File: config.mk
export PLATFORM = sky130hd
export DESIGN_NAME = imem_loader
export DESIGN_NICKNAME = d
export VERILOG_FILES = /design/src/rtl/imem_loader.sv
export SDC_FILE = /design/constraint.sdc
export NUM_CORES = 1
export LEC_CHECK = 0
export BUFFER_PORTS_ARGS = -buffer_cell sky130_fd_sc_hd__buf_2
export CORE_MARGIN = 3
export CORE_UTILIZATION = 40
export DETAILED_ROUTE_END_ITERATION = 10
export GPL_ROUTABILITY_DRIVEN = 0
export GPL_TIMING_DRIVEN = 0
export HOLD_SLACK_MARGIN = 0.06
export SETUP_SLACK_MARGIN = 0.02
export SYNTH_ARGS = -nofsm -noshare
export SYNTH_HDL_FRONTEND = slang
export SYNTH_SLANG_ARGS = --single-unit
File: constraint.sdc
create_clock -name i_clk -period 4.09 [get_ports i_clk]
set_input_delay 1.0225 -clock i_clk [delete_from_list [all_inputs] [get_ports i_clk]]
set_output_delay 1.0225 -clock i_clk [all_outputs]
set_load 0.01 [all_outputs]
File: src/rtl/imem_loader.sv
// ----------------------------------------------------------------------------
// imem_loader
//
// Byte-serial instruction memory programmer. It accepts a byte stream over a
// valid/ready handshake and assembles the bytes into little-endian 32-bit
// words. Each completed word goes to the instruction memory through a
// single-cycle write port at BASE_ADDR + 4*index.
//
// Parameters:
//   MEM_BYTES  instruction memory size in bytes (multiple of 4)
//   BASE_ADDR  byte address of the first word written (4-aligned)
//
// Optional feature macro:
//   IMEM_LOADER_CHECKSUM_EN  when defined, builds the running XOR checksum of
//                            written words. When undefined, o_checksum is
//                            tied to zero and no checksum flops exist.
//
// Ports:
//   i_clk          clock, rising edge
//   i_rst          synchronous active-high reset
//   i_start        begin a load (sampled only in IDLE or DONE)
//   i_num_words    number of words to load, latched on accepted start
//   i_byte_in      stream byte
//   i_byte_valid   i_byte_in is valid
//   o_byte_ready   loader accepts a byte this cycle (decoded from state)
//   o_mem_we       one-cycle memory write strobe
//   o_mem_addr     byte address of the word being written
//   o_mem_wdata    word; [7:0] lands at o_mem_addr+0, [31:24] at +3
//   o_busy         load in progress (COLLECT or WRITE)
//   o_done         load finished; held until next accepted start or reset
//   o_err          num_words exceeded capacity; held like o_done
//   o_checksum     XOR of all words written this load
//   o_dbg_state    current FSM state encoding, for debug and checkers
//
// Handshake: a byte transfers on a rising edge where both i_byte_valid and
// o_byte_ready are high. The source must hold i_byte_in stable while
// i_byte_valid is high and no transfer has happened yet. Dropping
// i_byte_valid between bytes is allowed; the byte position holds.
// ----------------------------------------------------------------------------
module imem_loader #(
    parameter int MEM_BYTES = 192,
    parameter int BASE_ADDR = 0
) (
    input  logic        i_clk,
    input  logic        i_rst,
    input  logic        i_start,
    input  logic [5:0]  i_num_words,
    input  logic [7:0]  i_byte_in,
    input  logic        i_byte_valid,
    output logic        o_byte_ready,
    output logic        o_mem_we,
    output logic [31:0] o_mem_addr,
    output logic [31:0] o_mem_wdata,
    output logic        o_busy,
    output logic        o_done,
    output logic        o_err,
    output logic [31:0] o_checksum,
    output logic [1:0]  o_dbg_state
);

    // Number of words that fit between BASE_ADDR and the end of memory.
    localparam logic [31:0] CAP_W  = 32'((MEM_BYTES - BASE_ADDR) / 4);
    localparam logic [31:0] BASE_W = 32'(BASE_ADDR);

    typedef enum logic [1:0] {
        S_IDLE    = 2'd0,
        S_COLLECT = 2'd1,
        S_WRITE   = 2'd2,
        S_DONE    = 2'd3
    } state_t;

    state_t      r_state;
    logic [5:0]  r_eff;
    logic [5:0]  r_idx;
    logic [1:0]  r_byte_cnt;
    logic [23:0] r_asm;
    logic        r_mem_we;
    logic [31:0] r_mem_addr;
    logic [31:0] r_mem_wdata;
    logic        r_busy;
    logic        r_done;
    logic        r_err;

    logic        w_start_ok;
    logic        w_over;
    logic [5:0]  w_eff;

    assign w_start_ok = i_start && ((r_state == S_IDLE) || (r_state == S_DONE));
    assign w_over     = ({26'd0, i_num_words} > CAP_W);
    // When num_words exceeds capacity the capacity itself fits in 6 bits,
    // so the truncation below only ever sees values that already fit.
    assign w_eff      = w_over ? CAP_W[5:0] : i_num_words;

    always_ff @(posedge i_clk) begin
        if (i_rst) begin
            r_state     <= S_IDLE;
            r_eff       <= '0;
            r_idx       <= '0;
            r_byte_cnt  <= '0;
            r_asm       <= '0;
            r_mem_we    <= 1'b0;
            r_mem_addr  <= BASE_W;
            r_mem_wdata <= '0;
            r_busy      <= 1'b0;
            r_done      <= 1'b0;
            r_err       <= 1'b0;
        end else begin
            case (r_state)
                S_IDLE, S_DONE: begin
                    if (w_start_ok) begin
                        r_eff      <= w_eff;
                        r_err      <= w_over;
                        r_idx      <= '0;
                        r_byte_cnt <= '0;
                        r_asm      <= '0;
                        if (w_eff == 6'd0) begin
                            // Nothing to load: finish immediately.
                            r_state <= S_DONE;
                            r_done  <= 1'b1;
                            r_busy  <= 1'b0;
                        end else begin
                            r_state <= S_COLLECT;
                            r_done  <= 1'b0;
                            r_busy  <= 1'b1;
                        end
                    end
                end

                S_COLLECT: begin
                    if (i_byte_valid) begin
                        if (r_byte_cnt == 2'd3) begin
                            // Fourth byte: the word is complete, and the
                            // write strobe/address/data are registered so
                            // they appear together in the WRITE cycle.
                            r_mem_we    <= 1'b1;
                            r_mem_addr  <= BASE_W + {24'd0, r_idx, 2'b00};
                            r_mem_wdata <= {i_byte_in, r_asm};
                            r_byte_cnt  <= 2'd0;
                            r_state     <= S_WRITE;
                        end else begin
                            r_asm[{r_byte_cnt, 3'b000} +: 8] <= i_byte_in;
                            r_byte_cnt <= r_byte_cnt + 2'd1;
                        end
                    end
                end

                S_WRITE: begin
                    r_mem_we <= 1'b0;
                    r_idx    <= r_idx + 6'd1;
                    if ((r_idx + 6'd1) == r_eff) begin
                        r_state <= S_DONE;
                        r_done  <= 1'b1;
                        r_busy  <= 1'b0;
                    end else begin
                        r_state <= S_COLLECT;
                    end
                end

                default: begin
                    r_state <= S_IDLE;
                end
            endcase
        end
    end

`ifdef IMEM_LOADER_CHECKSUM_EN
    logic [31:0] r_checksum;

    // Folds in the word during its WRITE cycle, so the updated value is
    // visible from the cycle after the write.
    always_ff @(posedge i_clk) begin
        if (i_rst) begin
            r_checksum <= '0;
        end else if (w_start_ok) begin
            r_checksum <= '0;
        end else if (r_state == S_WRITE) begin
            r_checksum <= r_checksum ^ r_mem_wdata;
        end
    end

    assign o_checksum = r_checksum;
`else
    assign o_checksum = 32'h0;
`endif

    assign o_byte_ready = (r_state == S_COLLECT);
    assign o_mem_we     = r_mem_we;
    assign o_mem_addr   = r_mem_addr;
    assign o_mem_wdata  = r_mem_wdata;
    assign o_busy       = r_busy;
    assign o_done       = r_done;
    assign o_err        = r_err;
    assign o_dbg_state  = r_state;

endmodule
==> impl_metrics.env, run 1 <==
export IMPL_synth_seq_cells=82
export IMPL_numPortBuffers=61
export IMPL_postCtsHoldBufs=0
export IMPL_final_setup_worst_slack_ns=1.719
export IMPL_critPathRequiredTime_ns=3.07
export IMPL_dieHeight_um=105.7
export IMPL_regToRegEndpoint="o_done$_SDFFE_PP0P_"
export IMPL_via_count=3422
export IMPL_synth_cells=484
export IMPL_route_detailed_wl_per_inst_um=12.58
export IMPL_cells_along_the_critical_path="ha_1, buf_2"
export IMPL_post_route_period_util=0.5797
export IMPL_critical_path_max_stage_delay_ns=0.40
export IMPL_tritoncts_num_sinks=82
export IMPL_criticalPathCategory="flip-flop to output port"
export IMPL_synth_common_cells="sky130_fd_sc_hd__nand2_1 (105), sky130_fd_sc_hd__dfxtp_1 (82), sky130_fd_sc_hd__a21oi_1 (70)"
export IMPL_p_per_area_nw_per_um2=421.3
export IMPL_cts_htree_levels=3
export IMPL_relSlewSlack=0.4835
export IMPL_timing_hold_worst_class="flip-flop to flip-flop"
export IMPL_hold_depth=2
export IMPL_grt_overflow=0
export IMPL_dr_first_iter_drc_count=131
export IMPL_ratio_of_cells_with_drive_above_1_in_the_final_layout=0.2638
export IMPL_antenna_found_initial=0
export IMPL_ys_types=50
export IMPL_sequentialPowerShare=0.424
export IMPL_fillerInstances=971
export IMPL_detailedRoute_firstPassIterationCount=4
export IMPL_maximum_number_of_pins_on_one_net_before_global_route_repair=17
export IMPL_seqCellArea_um2=1642
export IMPL_dpl_worst_slack_ns=1.613
export IMPL_antenna_left=0
export IMPL_setup_violations_final=0
export IMPL_power_share_clock=0.275
export IMPL_die_area_um2=11180
export IMPL_ir_worst_vdd_v=0.0001564
export IMPL_synth_edff_count=0
export IMPL_post_cts_resize_count=0
export IMPL_worst_path_max_fanout=8
export IMPL_clock_skew_ns=0.01099
export IMPL_critical_path_n_buffers_inverters=1
export IMPL_antenna_cells_inserted=0
export IMPL_yosysMostFrequentCell="sky130_fd_sc_hd__nand2_1"
export IMPL_fin_setup_tns_ns=0
export IMPL_via_per_inst=4.581
export IMPL_drt_drc_violations_left=0
export IMPL_maxSlewViolCount=0
export IMPL_hold_path_endpoint="o_mem_wdata[12]$_SDFFE_PP0P_"
export IMPL_power_share_combinational=0.301
export IMPL_r2r_slack_ns=2.02
export IMPL_finish_net_count=639
export IMPL_post_dp_hpwl_um=7120
export IMPL_worst_ep_arrival_time_ns=1.35
export IMPL_leading_register_cell_type_out_of_synthesis="sky130_fd_sc_hd__dfxtp_1"
export IMPL_post_route_design_area_um2=4843
export IMPL_count_of_synthesis_stage_warnings_from_yosys=0
export IMPL_cts_root_buffer_cell="sky130_fd_sc_hd__clkbuf_8"
export IMPL_switching_power_w=0.0007254
export IMPL_footprint_of_the_multi_input_gates_um2=1969
export IMPL_critical_path_top_delay_family="flip-flops"
export IMPL_grt_pass1_vias=3289
export IMPL_p_int_w=0.001315
export IMPL_hold_wc_startpoint="r_asm[12]$_SDFFE_PP0P_"
export IMPL_core_um2=9459
export IMPL_area_growth_syn_to_layout_pct=21.73
export IMPL_worstMarginPinSlew_ns=0.7532
export IMPL_netSwitchingFraction=0.3555
export IMPL_cts_max_path_buffers=2
export IMPL_clk_pin_slew_ns=0.10
export IMPL_num_rows=35
export IMPL_boundaryPins=121
export IMPL_postPlaceCellArea_um2=4659
export IMPL_grt_pass1_wl_um=15810
export IMPL_synthArstFlopShare=0
export IMPL_cts_inserted_buffers=9
export IMPL_final_core_util=0.5120
export IMPL_maxClockFrequency_mhz=421.8
export IMPL_fp_dieW_um=105.7
export IMPL_cp_end_kind="output port"
export IMPL_crit_reg2reg_launch="o_dbg_state[0]$_SDFFE_PP0P_"
export IMPL_outcome="completed"
export IMPL_critical_path_slowest_cell="sky130_fd_sc_hd__dfxtp_1"
export IMPL_total_leakage_power_nw=2.167
export IMPL_timing_reg2reg_worst_path_depth=7
export IMPL_post_synth_cell_area_avg_um2=8.221
export IMPL_start_util=0.4206
export IMPL_drv_max_cap_violation_count=0
export IMPL_cp_start_kind="flip-flop"
export IMPL_post_synth_top_area_fraction=0.4126
export IMPL_final_period_minus_worst_setup_slack_ns=2.371
export IMPL_rsz0062_at_grt="false"
export IMPL_post_synth_main_area_contributors="sky130_fd_sc_hd__dfxtp_1 (41%), sky130_fd_sc_hd__buf_4 (11%), sky130_fd_sc_hd__nand2_1 (9.9%)"
export IMPL_mappedNetlistArea_um2=3979
export IMPL_finalHoldViolations=0
export IMPL_routed_wirelength_um=9400
export IMPL_global_route_usage_total=0.1737
export IMPL_number_of_buffers_added_for_setup_after_cts=0
export IMPL_clk_latency_ns=0.36
export IMPL_post_synth_top_area_cell="sky130_fd_sc_hd__dfxtp_1"
export IMPL_tritoncts="done"
export IMPL_yosysSeqAreaShare=0.4126
[how the worst max path moves through the flow]
stage	start	endpoint	slack, ns	cells past startpoint
floorplan	i_num_words[0]	o_busy$_SDFFE_PP0P_	2.05	4
global placement	i_rst	r_idx[1]$_SDFFE_PP0P_	1.63	5
detailed placement	i_rst	r_eff[0]$_SDFFE_PP0P_	1.61	5
CTS	o_dbg_state[0]$_SDFFE_PP0P_	o_byte_ready	1.68	2
global route	o_dbg_state[1]$_SDFFE_PP0P_	o_byte_ready	1.63	3
finish	o_dbg_state[0]$_SDFFE_PP0P_	o_byte_ready	1.72	2
[through the flow]
stage / power (W) / hold slack [ns] / std cells
5_1_grt: 0.002166 / 0.4656 / 747
3_3_place_gp: 0.001485 / 0.4390 / 731
4_1_cts: 0.002054 / 0.4553 / 747
3_5_place_dp: 0.001489 / 0.4435 / 731
6_report: 0.002041 / 0.4486 / 747
2_1_floorplan: 0.001356 / 0.4312 / 541
[cell usage in the layout, fill, tap and decap left out, types with 6 or more instances in the layout]
cell                       instances
sky130_fd_sc_hd__nand2_1         105
sky130_fd_sc_hd__dfxtp_1          82
sky130_fd_sc_hd__a21oi_1          70
sky130_fd_sc_hd__buf_2            67
sky130_fd_sc_hd__buf_4            59
sky130_fd_sc_hd__conb_1           58
sky130_fd_sc_hd__nand3_1          22
sky130_fd_sc_hd__nor2_1           20
sky130_fd_sc_hd__and2_1           11
sky130_fd_sc_hd__mux2i_1           9
sky130_fd_sc_hd__clkbuf_8          9
sky130_fd_sc_hd__clkbuf_1          8
sky130_fd_sc_hd__ha_1              8
sky130_fd_sc_hd__inv_1             7
sky130_fd_sc_hd__o21ai_0           7
sky130_fd_sc_hd__a22oi_1           6
sky130_fd_sc_hd__nor3_1            6
[worst reg2reg max path, stage by stage, from the launching register on]
cell	delay (ns)
sky130_fd_sc_hd__dfxtp_1	0.40
sky130_fd_sc_hd__inv_1	0.06
sky130_fd_sc_hd__ha_1	0.29
sky130_fd_sc_hd__buf_6	0.14
sky130_fd_sc_hd__mux2i_1	0.65
sky130_fd_sc_hd__a21oi_1	0.19
sky130_fd_sc_hd__o211ai_1	0.12
sky130_fd_sc_hd__o21ai_0	0.11
[sequential cells by signal (all words and copies together) (netlist names)]
register	cells
o_mem_wdata	32
r_asm	24
o_mem_addr	6
r_eff	6
r_idx	6
o_dbg_state	2
r_byte_cnt	2
o_busy	1
o_done	1
o_err	1
o_mem_we	1
[logic make-up after synthesis]
| family | synth area share |
|---|---|
| compound gates | 0.1443 |
| xor+xnor | 0.01981 |
| fa+ha+maj | 0.02516 |
| buf+inv | 0.1462 |
| flops | 0.4126 |
| mux | 0.02830 |
| other cells | 0.0009425 |
| simple gates | 0.2226 |
[power groups by stage]
stage          clock network, W  logic, W  registers (W)
2_1_floorplan                 0  0.000471       0.000885
3_5_place_dp                  0  0.000604       0.000885
4_1_cts                0.000579  0.000607       0.000867
3_3_place_gp                  0  0.000601       0.000884
6_report               0.000561  0.000614       0.000866
5_1_grt                0.000614  0.000681       0.000872
[layout make-up]
class,instances,area share
clock inverter,7,0.01240
sequential,82,0.3389
timing repair buffer,61,0.06303
buffer,81,0.1147
inverter,7,0.005425
multi-input combinational,371,0.4066
clock buffer,9,0.02557
tap,129,0.03332
[layer usage]
layer / vias to the layer above / global-route usage / share of wire
met2: 129 / 0.2823 / 0.46
li1: 1755 / - / -
met3: 12 / 0.02572 / 0.069
met1: 1526 / 0.2293 / 0.45
met4: 0 / 0.07493 / 0.019
met5: - / 0 / 0
No activity file was read; power rests on OpenSTA's default activity.
==> run 2: changes to the inputs <==
--- a/config.mk
+++ b/config.mk
@@ -5,6 +5,7 @@
 export SDC_FILE = /design/constraint.sdc
 export NUM_CORES = 1
 export LEC_CHECK = 0
+export ABC_AREA = 1
 export BUFFER_PORTS_ARGS = -buffer_cell sky130_fd_sc_hd__buf_2
 export CORE_MARGIN = 3
 export CORE_UTILIZATION = 40
@@ -12,6 +13,7 @@
 export GPL_ROUTABILITY_DRIVEN = 0
 export GPL_TIMING_DRIVEN = 0
 export HOLD_SLACK_MARGIN = 0.06
+export PLACE_DENSITY = 0.67
 export SETUP_SLACK_MARGIN = 0.02
 export SYNTH_ARGS = -nofsm -noshare
 export SYNTH_HDL_FRONTEND = slang
==> constraint.sdc (replaced) <==
create_clock -name i_clk -period 2.09 [get_ports i_clk]
set_input_delay 0.5225 -clock i_clk [delete_from_list [all_inputs] [get_ports i_clk]]
set_output_delay 0.5225 -clock i_clk [all_outputs]
set_load 0.01 [all_outputs]
==> run 2 against run 1 <==
Total power increased by 140%. Highest routed layer unchanged. Sequential share of layout area decreased by 0.19 points. Wire length decreased by 3.9%. Area after synthesis increased by 0.53%. Largest power group unchanged.
==> impl_metrics.env, run 2 <==
export IMPL_outcome="completed"
export IMPL_place_inst=790
export IMPL_numPortBuffers=62
export IMPL_worstMarginPinSlew_ns=0.6032
export IMPL_post_synth_main_area_contributors="sky130_fd_sc_hd__dfxtp_1 (41%), sky130_fd_sc_hd__buf_4 (11%), sky130_fd_sc_hd__a21oi_1 (10%)"
export IMPL_maximum_number_of_pins_on_one_net_before_global_route_repair=16
export IMPL_mappedNetlistArea_um2=4000
export IMPL_ys_types=31
export IMPL_maxSlewViolCount=0
export IMPL_finalHoldViolations=0
export IMPL_tritoncts="done"
export IMPL_cells_along_the_critical_path="inv_1, ha_2, buf_2, nand3_1, clkbuf_2, clkbuf_2, a21oi_1"
export IMPL_yosysSeqAreaShare=0.4104
export IMPL_dieHeight_um=106
export IMPL_clk_latency_ns=0.35
export IMPL_core_um2=9459
export IMPL_tritoncts_num_sinks=82
export IMPL_routed_wirelength_um=9033
export IMPL_number_of_buffers_added_for_setup_after_cts=0
export IMPL_dr_first_iter_drc_count=118
export IMPL_critical_path_n_buffers_inverters=4
export IMPL_grt_overflow=0
export IMPL_timing_hold_worst_class="input pin to flip-flop"
export IMPL_post_synth_top_area_cell="sky130_fd_sc_hd__dfxtp_1"
export IMPL_ratio_of_cells_with_drive_above_1_in_the_final_layout=0.2363
export IMPL_cp_end_kind="flip-flop"
export IMPL_die_area_um2=11240
export IMPL_drv_max_cap_violation_count=0
export IMPL_fin_setup_tns_ns=0
export IMPL_most_common_layout_cells="sky130_fd_sc_hd__inv_1 (85), sky130_fd_sc_hd__a21oi_1 (81), sky130_fd_sc_hd__dfxtp_1 (81), sky130_fd_sc_hd__buf_2 (67), sky130_fd_sc_hd__nand2_1 (65)"
export IMPL_cts_max_path_buffers=2
export IMPL_antenna_found_initial=0
export IMPL_critical_path_top_delay_family="buffers and inverters"
export IMPL_worst_path_most_repeated_cell="sky130_fd_sc_hd__clkbuf_2"
export IMPL_antenna_cells_inserted=0
export IMPL_grt_pass1_wl_um=14840
export IMPL_via_per_inst=4.432
export IMPL_area_growth_syn_to_layout_pct=21.86
export IMPL_grt_pass1_vias=3234
export IMPL_leading_register_cell_type_out_of_synthesis="sky130_fd_sc_hd__dfxtp_1"
export IMPL_largest_register_ffs=32
export IMPL_final_hold_slack_ns=0.4132
export IMPL_global_route_usage_total=0.1623
export IMPL_layout_cells_most_common="sky130_fd_sc_hd__inv_1"
export IMPL_synth_common_cells="sky130_fd_sc_hd__inv_1 (85), sky130_fd_sc_hd__dfxtp_1 (82), sky130_fd_sc_hd__a21oi_1 (81)"
export IMPL_boundaryPins=121
export IMPL_post_synth_top_area_fraction=0.4104
export IMPL_yosysMostFrequentCell="sky130_fd_sc_hd__inv_1"
export IMPL_route_detailed_wl_per_inst_um=11.21
export IMPL_dpl_worst_slack_ns=-0.07740
export IMPL_total_leakage_power_nw=2.263
export IMPL_post_route_period_util=0.9086
export IMPL_count_of_synthesis_stage_warnings_from_yosys=0
export IMPL_synth_seq_cells=82
export IMPL_num_rows=35
export IMPL_synth_edff_count=0
export IMPL_fillerInstances=991
export IMPL_worst_path_max_fanout=10
export IMPL_post_synth_cell_area_avg_um2=7.380
export IMPL_fp_dieW_um=106
export IMPL_layoutNonFillerInstCount=806
export IMPL_ir_worst_vdd_v=0.0004966
export IMPL_setup_violations_final=0
export IMPL_detailedRoute_firstPassIterationCount=5
export IMPL_finish_net_count=698
export IMPL_start_util=0.4229
export IMPL_criticalPathCategory="flip-flop to flip-flop"
export IMPL_clock_skew_ns=0.01052
export IMPL_synth_cells=542
export IMPL_cp_start_kind="flip-flop"
export IMPL_final_period_minus_worst_setup_slack_ns=1.899
export IMPL_cts_root_buffer_cell="sky130_fd_sc_hd__clkbuf_8"
export IMPL_maxClockFrequency_mhz=526.6
export IMPL_antenna_left=0
export IMPL_critical_path_max_stage_delay_ns=0.34
export IMPL_cts_inserted_buffers=9
export IMPL_clk_pin_slew_ns=0.09
export IMPL_final_setup_worst_slack_ns=0.1910
export IMPL_relSlewSlack=0.5978
export IMPL_p_per_area_nw_per_um2=996.5
export IMPL_post_dp_hpwl_um=7133
export IMPL_critical_path_slowest_cell="sky130_fd_sc_hd__dfxtp_1"
export IMPL_critPathRequiredTime_ns=2.38
export IMPL_via_count=3572
export IMPL_worst_ep_arrival_time_ns=2.19
export IMPL_synthArstFlopShare=0
export IMPL_rsz0062_at_grt="false"
export IMPL_drt_drc_violations_left=0
export IMPL_cts_htree_levels=3
## run 2: changes by cell type in the layout (fill, tap and decap cells not counted), sizes merged, moves of 7 or more
cell | previous run | this run
o21ai | 7 | 64
and2 | 11 | 0
mux2i | 10 | 0
nor2 | 21 | 32
nand2 | 105 | 67
a21oi | 73 | 83
inv | 11 | 90
clkbuf | 17 | 24
## run 2: logic make-up (layout without fill, tap and decap cells)
kind of cell	after synthesis	after routing	synth area share
other	1	58	0.0009375
flip-flops	82	82	0.4104
adder cells (fa/ha/maj)	8	8	0.02502
AND/OR/NAND/NOR	130	130	0.1445
buffers and inverters	169	247	0.2193
AO/OA/AOI/OAI	152	152	0.1999
## run 2: repair_timing
action | in CTS | in global routing
endpoints found under the hold margin | 0 | 0
hold buffers | 0 | 0
gates cloned | 0 | 0
gates resized for setup | 1 | 7
endpoints found under the setup margin | 10 | 30
## run 2: stage by stage
| stage | power [W] | utilization | cell area (um2) |
|---|---|---|---|
| finish | 0.004858 | 0.5153 | 4875 |
| global route | 0.005259 | 0.5153 | 4875 |
| CTS | 0.004874 | 0.5144 | 4866 |
| detailed placement | 0.003823 | 0.4954 | 4686 |
| global placement | 0.003771 | 0.4954 | 4686 |
| floorplan | 0.003421 | - | 4214 |
## run 2: power by group
part	total [W]	switching (W)	leakage [nW]	internal (W)
clock	0.00105	0.000600	0.0810	0.000446
sequential	0.00197	0.000150	0.666	0.00182
combinational	0.00184	0.00114	1.52	0.000697
total	0.00486	0.00189	2.26	0.00296
## run 2: routing by layer
metal	track usage	wire length, um	up-vias
met3	0.04129	625	6
met1	0.1916	3711	1575
li1	-	-	1874
met5	0	0	-
met4	0.04995	89	0
met2	0.2887	4606	117
## run 2: area by class of cell
type / instances / area (um2) / share of cell area
inverter: 88 / 332.8 / 0.06828
clock buffer: 10 / 127.6 / 0.02618
clock inverter: 6 / 51.30 / 0.01052
sequential: 82 / 1643 / 0.3370
multi-input combinational: 348 / 1698 / 0.3483
timing repair buffer: 62 / 310.3 / 0.06366
tap: 129 / 161.4 / 0.03311
buffer: 81 / 550.5 / 0.1129
## run 2: worst reg2reg max path: stages, from the launching register on
cell	delay (ns)
sky130_fd_sc_hd__dfxtp_1	0.34
sky130_fd_sc_hd__inv_1	0.08
sky130_fd_sc_hd__ha_2	0.25
sky130_fd_sc_hd__buf_2	0.24
sky130_fd_sc_hd__nand3_1	0.25
sky130_fd_sc_hd__clkbuf_2	0.28
sky130_fd_sc_hd__clkbuf_2	0.22
sky130_fd_sc_hd__a21oi_1	0.18
## run 2: final timing paths
check / cells past startpoint / slack, ns / startpoint / end
worst max-delay path: 7 / 0.19 / o_dbg_state[1]$_SDFFE_PP0P_ / o_mem_wdata[17]$_SDFFE_PP0P_
worst min-delay path: 2 / 0.41 / i_rst / r_byte_cnt[0]$_SDFFE_PP0P_
worst max register to register: 7 / 0.19 / o_dbg_state[1]$_SDFFE_PP0P_ / o_mem_wdata[17]$_SDFFE_PP0P_
worst min register to register: 2 / 0.44 / o_mem_wdata[26]$_SDFFE_PP0P_ / o_mem_wdata[26]$_SDFFE_PP0P_
